`config.mk`:
```
export PLATFORM = sky130hd
export DESIGN_NAME = sram_arbiter
export DESIGN_NICKNAME = d
export VERILOG_FILES = /design/src/rtl/sram_arbiter.sv
export SDC_FILE = /design/constraint.sdc
export NUM_CORES = 1
export LEC_CHECK = 0
export BUFFER_PORTS_ARGS = -buffer_cell sky130_fd_sc_hd__buf_2
export CAP_MARGIN = 10
export CORE_AREA = 4 4 96 98
export DETAILED_ROUTE_END_ITERATION = 12
export DIE_AREA = 0 0 100 102
export PLACE_DENSITY = 0.64
export SETUP_SLACK_MARGIN = 0.02
export SYNTH_ARGS = -nofsm -noshare
export SYNTH_HDL_FRONTEND = slang
export SYNTH_SLANG_ARGS = --single-unit
```
`constraint.sdc`:
```
create_clock -name clk_i -period 2.91 [get_ports clk_i]
set_clock_uncertainty 0.15 [all_clocks]
set_input_delay 0 -clock clk_i [delete_from_list [all_inputs] [get_ports clk_i]]
set_output_delay 0 -clock clk_i [all_outputs]
set_load 0.02 [all_outputs]
```
`src/rtl/sram_arbiter.sv`:
```
// sram_arbiter
// ------------
// Round-robin arbiter and access sequencer in front of the sram_top macro pair.
// Port A (instruction fetch) and port B (data/LSU) share the single RW port of
// sram_top. The arbiter issues at most one SRAM access per cycle. It returns a
// single-cycle response to the winner one cycle after acceptance.
//
// Optional feature (compile-time macro):
//   SRAM_ARB_ERR_EN - requests to the reserved region addr[AW-1:AW-2] == 2'b11
//                     are accepted but not issued to the SRAM. They get a
//                     response with err set and rdata 0. When the macro is
//                     undefined, every request is issued and the err outputs
//                     are tied low.
//
// Ports
//   clk_i, rst_i            clock, synchronous active-high reset
//   a_valid_i / a_ready_o   port A request handshake (ready is combinational)
//   a_we_i, a_wmask_i       port A write enable and byte mask
//   a_addr_i, a_wdata_i     port A word address and write data
//   a_rvalid_o, a_rdata_o   port A response (one cycle after accept)
//   a_err_o                 port A error response
//   b_*                     port B, same set as port A
//   sram_web_o              sram_top web_i (active-low write enable)
//   sram_wmask_o            sram_top wmask_i
//   sram_addr_o             sram_top addr_i (addr[AW-1] selects the bank)
//   sram_wdata_o            sram_top din_i
//   sram_rdata_i            sram_top dout_o (valid the cycle after a read)
module sram_arbiter #(
    parameter int AW       = 11,
    parameter int DW       = 32,
    parameter int MAX_HOLD = 4
) (
    input  logic          clk_i,
    input  logic          rst_i,

    input  logic          a_valid_i,
    output logic          a_ready_o,
    input  logic          a_we_i,
    input  logic [3:0]    a_wmask_i,
    input  logic [AW-1:0] a_addr_i,
    input  logic [DW-1:0] a_wdata_i,
    output logic          a_rvalid_o,
    output logic [DW-1:0] a_rdata_o,
    output logic          a_err_o,

    input  logic          b_valid_i,
    output logic          b_ready_o,
    input  logic          b_we_i,
    input  logic [3:0]    b_wmask_i,
    input  logic [AW-1:0] b_addr_i,
    input  logic [DW-1:0] b_wdata_i,
    output logic          b_rvalid_o,
    output logic [DW-1:0] b_rdata_o,
    output logic          b_err_o,

    output logic          sram_web_o,
    output logic [3:0]    sram_wmask_o,
    output logic [AW-1:0] sram_addr_o,
    output logic [DW-1:0] sram_wdata_o,
    input  logic [DW-1:0] sram_rdata_i
);

    localparam int HOLD_W = $clog2(MAX_HOLD + 1);

    typedef enum logic {
        PORT_A = 1'b0,
        PORT_B = 1'b1
    } port_e;

    function automatic logic [HOLD_W-1:0] hold_sat_inc(input logic [HOLD_W-1:0] cnt);
        if (cnt >= HOLD_W'(MAX_HOLD)) begin
            return cnt;
        end
        return cnt + HOLD_W'(1);
    endfunction

    // Arbiter state and response tag, all registered at the end of the accept cycle
    port_e             last_port_p1;
    logic              last_vld_p1;
    logic              burst_p1;
    logic [HOLD_W-1:0] hold_cnt_p1;
    logic              vld_p1;
    port_e             rsp_port_p1;
    logic              rsp_we_p1;
    logic              rsp_err_p1;

    // Stage p0: arbitration and SRAM issue (combinational, accept cycle)
    logic          both_req;
    logic          keep;
    logic          grant;
    port_e         win;
    logic          sel_we;
    logic [3:0]    sel_wmask;
    logic [AW-1:0] sel_addr;
    logic [DW-1:0] sel_wdata;
    logic          sel_err;
    logic          issue;

    // A port may keep the grant against a waiting competitor only if it was
    // already in a burst. A burst starts with an uncontested grant. A tie
    // resolved by round-robin does not open a burst, so two ports that are
    // both requesting all the time alternate.
    always_comb begin
        both_req = a_valid_i & b_valid_i;
        keep     = both_req & last_vld_p1 & burst_p1 &
                   (hold_cnt_p1 < HOLD_W'(MAX_HOLD));
        grant    = (a_valid_i | b_valid_i) & ~rst_i;
        win      = PORT_A;
        if (a_valid_i & ~b_valid_i) begin
            win = PORT_A;
        end else if (~a_valid_i & b_valid_i) begin
            win = PORT_B;
        end else if (both_req) begin
            if (keep) begin
                win = last_port_p1;
            end else begin
                win = (last_port_p1 == PORT_A) ? PORT_B : PORT_A;
            end
        end
    end

    always_comb begin
        if (win == PORT_B) begin
            sel_we    = b_we_i;
            sel_wmask = b_wmask_i;
            sel_addr  = b_addr_i;
            sel_wdata = b_wdata_i;
        end else begin
            sel_we    = a_we_i;
            sel_wmask = a_wmask_i;
            sel_addr  = a_addr_i;
            sel_wdata = a_wdata_i;
        end
    end

`ifdef SRAM_ARB_ERR_EN
    assign sel_err = (sel_addr[AW-1:AW-2] == 2'b11);
`else
    assign sel_err = 1'b0;
`endif

    // An accepted request in the reserved region is not issued. The SRAM port
    // then sees the same harmless read of address 0 as in an idle cycle.
    assign issue = grant & ~sel_err;

    assign a_ready_o    = grant & (win == PORT_A);
    assign b_ready_o    = grant & (win == PORT_B);
    assign sram_web_o   = ~(issue & sel_we);
    assign sram_wmask_o = issue ? sel_wmask : 4'b0000;
    assign sram_addr_o  = issue ? sel_addr  : '0;
    assign sram_wdata_o = issue ? sel_wdata : '0;

    always_ff @(posedge clk_i) begin
        if (rst_i) begin
            last_port_p1 <= PORT_B;
            last_vld_p1  <= 1'b0;
            burst_p1     <= 1'b0;
            hold_cnt_p1  <= '0;
            vld_p1       <= 1'b0;
            rsp_port_p1  <= PORT_A;
            rsp_we_p1    <= 1'b0;
            rsp_err_p1   <= 1'b0;
        end else begin
            if (grant) begin
                last_port_p1 <= win;
                last_vld_p1  <= 1'b1;
                burst_p1     <= ~both_req | keep;
                if (last_vld_p1 && (win == last_port_p1)) begin
                    hold_cnt_p1 <= hold_sat_inc(hold_cnt_p1);
                end else begin
                    hold_cnt_p1 <= '0;
                end
            end else begin
                last_vld_p1 <= 1'b0;
                burst_p1    <= 1'b0;
                hold_cnt_p1 <= '0;
            end
            vld_p1      <= grant;
            rsp_port_p1 <= win;
            rsp_we_p1   <= sel_we;
            rsp_err_p1  <= sel_err;
        end
    end

    // Stage p1: response to the winner of the previous cycle
    logic rsp_live;
    logic rsp_rd;

    // A reset that arrives while a response is pending suppresses it at once.
    assign rsp_live = vld_p1 & ~rst_i;
    assign rsp_rd   = ~rsp_we_p1 & ~rsp_err_p1;

    assign a_rvalid_o = rsp_live & (rsp_port_p1 == PORT_A);
    assign b_rvalid_o = rsp_live & (rsp_port_p1 == PORT_B);
    assign a_rdata_o  = (a_rvalid_o & rsp_rd) ? sram_rdata_i : '0;
    assign b_rdata_o  = (b_rvalid_o & rsp_rd) ? sram_rdata_i : '0;

`ifdef SRAM_ARB_ERR_EN
    assign a_err_o = a_rvalid_o & rsp_err_p1;
    assign b_err_o = b_rvalid_o & rsp_err_p1;
`else
    assign a_err_o = 1'b0;
    assign b_err_o = 1'b0;
`endif

endmodule
```
==> results.md <==
- Endpoints failing hold: 0
- Endpoint type of the worst setup path: register
- Internal reg-to-reg setup slack: 0.32 ns
- CTS root buffer: clkbuf_8
- Initial antenna violation count: 0
- Worst-path cell chain: and3b_1 -> mux2i_4 -> nand3_1 -> dlygate4sd3_1 -> a21oi_1 -> dlygate4sd3_1
- Hold Path Class: input pin to register
- Post-Synthesis Cells: 274
- Core Rows: 34
- PD cells: about 220 mW/mm^2
- Initial Util: 22.29%
- First-pass GRT wire length: 10.80 mm
- Tcrit/Tclk final: 89.07%
- Crit path buf inv count: 2
- Yosys cell types: 29
- Relative slew slack: 45.48%
- Share of layout cells above drive strength 1: 50.39%
- Seq pwr share: between 15 and 20%
- Fin crit period: about 2.6 ns
- Synth cell count leaders: 66 x and2_1, 52 x nand2_1, 48 x mux2i_1, 44 x nand2b_1, 15 x clkbuf_1
- Critical path class: register to register
- Core Region: 0.008466 mm^2
- Drt initial violations: 57
- Total Neg Setup Slack: 0 ns
- Area contributors post-synth: mux2i_1 25%, and2_1 22%, nand2b_1 15%
- Routed WL per cell: 12.29 um
- Fillers: ~880
- Reg2Reg Launch Point: hold_cnt_p1[2]$_SDFFE_PP0N_
- Finished Layout Cells: 620
- I/O Buffers: 247
- Cell Area, Synth: 0.001887 mm^2
- Max-Cap Viols: 0
- Syn_area_per_cell: 6.886 um^2
- End of the worst register-to-register path: rsp_we_p1$_SDFF_PP0_
- Final ANT Viol Nets: 0
- Reg clk slew, reported paths: approximately 0.040 ns
- Post-DP HPWL: 6.502 mm
- Post-CTS sizing: 0
- Top fanout value on the critical path: 4
- Area growth, synth to finish: 73.08%
- FMAX: 0.3858 GHz
- Final net count: 648
- Switch share: 42.62%
- # setup viols final: 0
- Via density: 4.218
- Grt total ovfl: 0
- Cells after DPL: 611
- TritonCTS buffer count: 3
- Most used cell, CP: dlygate4sd3_1
- WHS Endpoint: hold_cnt_p1[2]$_SDFFE_PP0N_
- Hold Slack: 0.1796 ns
- Synth Register Bits: 8
- Max clock buf depth: 2
- EDFF count, synth: 0
- Largest net degree at the start of global routing: 56
- Gpl congestion: ~0.78
- Max-slew violation count: 0
- Sequential share of the synthesized area: 8.488%
- Min-delay src: b_valid_i
- Hold Path Depth: 3
- CP delay by family, top: buffers and inverters
- Drt pass-1 iters: 4
- Die Height: 102 um
- Share of the synthesized area in the top cell type: 25.46%
- Worst IR Drop VDD: 0.1223 mV
- Via count: 2615
- Internal Power: roughly 0.41 mW
- Diodes inserted: 0
- Synth Warn #: 0
- Worst skew pair latency: 0.22 ns
- Worst-Margin Slew: 0.8178 ns
- Vias in the first global route: 2353
- Post-synth ARST share: 0%
- Tot GR Track Use: 12.70%
- CTS H-tree lvls: 1
- Leak pwr: 2.087 nW
- Critical Path RT: 2.93 ns
- Slowest stage cell, crit path: dlygate4sd3_1
- Die width: 100 um
- Setup crit start: hold_cnt_p1[2]$_SDFFE_PP0N_
- RSZ-0062 raised after global routing: false
- Top_reg_cell synth: dfxtp_1
- # IOs: 250
- FF-to-FF path depth: 6
- Die footprint: 0.01020 mm^2
- Sw Pwr: 0.3062 mW
- Count leader, synth: and2_1
- Crit start category: register
- Clock Power Share: about 18%
- Clock Sink Count: 8
- TritonCTS clock tree: yes
- CP arrival: 2.61 ns
- Power Total: 0.7185 mW
- Final wirelength: ~7.6 mm
- DRC: 0
- Worst path max stage delay: 0.58 ns
- Post-synth top area cell: mux2i_1
- Logic pwr share: 65.2%
- Status: finished, final reports clean
metal layers:
metal / up-vias / GRT usage [%] / wire length, um
met5: - / 0 / 0
met4: 0 / 1.554 / 53
met3: 4 / 3.276 / 938
met2: 157 / 24.53 / 3897
met1: 1107 / 14.38 / 2733
li1: 1347 / - / -
power by group through the flow:
| stage | clock (mW) | combinational, mW | sequential, mW |
|---|---|---|---|
| after floorplan | 0 | 0.288 | 0.121 |
| after global placement | 0 | 0.460 | 0.122 |
| after detailed placement | 0 | 0.466 | 0.122 |
| after CTS | 0.134 | 0.474 | 0.120 |
| after global routing | 0.142 | 0.511 | 0.121 |
| final | 0.130 | 0.469 | 0.120 |
final cells by class:
type / instances / area, um^2 / share of cell area (%)
Multi-Input combinational cell: 241 / 1592 / 48.74
Timing Repair Buffer: 257 / 1326 / 40.61
Sequential cell: 8 / 160.2 / 4.904
Tap cell: 108 / 135.1 / 4.138
Clock buffer: 3 / 41.29 / 1.264
Inverter: 3 / 11.26 / 0.3448
stage by stage:
step                setup slack [ns]  util, %  instance area, um^2
CTS                           0.3754    38.58                 3266
floorplan                      1.087        -                 1891
detailed placement            0.7412    37.38                 3164
global placement              0.8006    37.38                 3164
global route                  0.2104    38.58                 3266
finish                        0.3179    38.58                 3266
state kept, by name (all words and copies together), names as in the netlist:
signal and cells:
hold_cnt_p1 3, last_vld_p1 1, rsp_port_p1 1, rsp_we_p1 1
last_port_p1 1, burst_p1 1
worst min-delay path, delay by kind of cell:
kind | cells | cell delay, ns
simple gates | 1 | 0.17
buf+inv | 1 | 0.16
compound gates | 1 | 0.16
layout by cell type, fill, tap and decap left out, types with 4 or more instances in the layout:
cell | netlist | routed
nand2_1 | 52 | 52
and2_1 | 66 | 66
nand2b_1 | 44 | 44
buf_2 | 1 | 247
dfxtp_1 | 8 | 8
buf_4 | 2 | 4
mux2i_1 | 48 | 48
dlygate4sd3_1 | 0 | 6
nor2_1 | 5 | 5
timing repair:
item / 4_1_cts / 5_1_grt
endpoints found under the setup margin: 0 / 0
hold endpoints to repair: 3 / 0
buffers inserted: 0 / 0
hold buffers: 6 / 0
cells by family after synthesis:
group                      after synthesis  synth area share [%]
other                                    1                0.1987
buffers and inverters                   26                 7.625
and+or+nand+nor                        180                 52.59
adders and majority gates                2                 1.326
muxes                                   50                 27.25
DFF                                      8                 8.488
xor gates and xnor gates                 1                0.4643
AOI/OAI and AO/OA                        6                 2.056
worst max-delay path by stage:
stage                                end  slack (ns)  cells after the start
finish              rsp_we_p1$_SDFF_PP0_        0.32                      6
global route        rsp_we_p1$_SDFF_PP0_        0.21                      6
CTS                 rsp_we_p1$_SDFF_PP0_        0.38                      6
detailed placement      sram_wdata_o[21]        0.74                      5
global placement        sram_wdata_o[21]        0.80                      5
floorplan                  a_rdata_o[10]        1.09                      4
(Power assumes the default switching activity.)
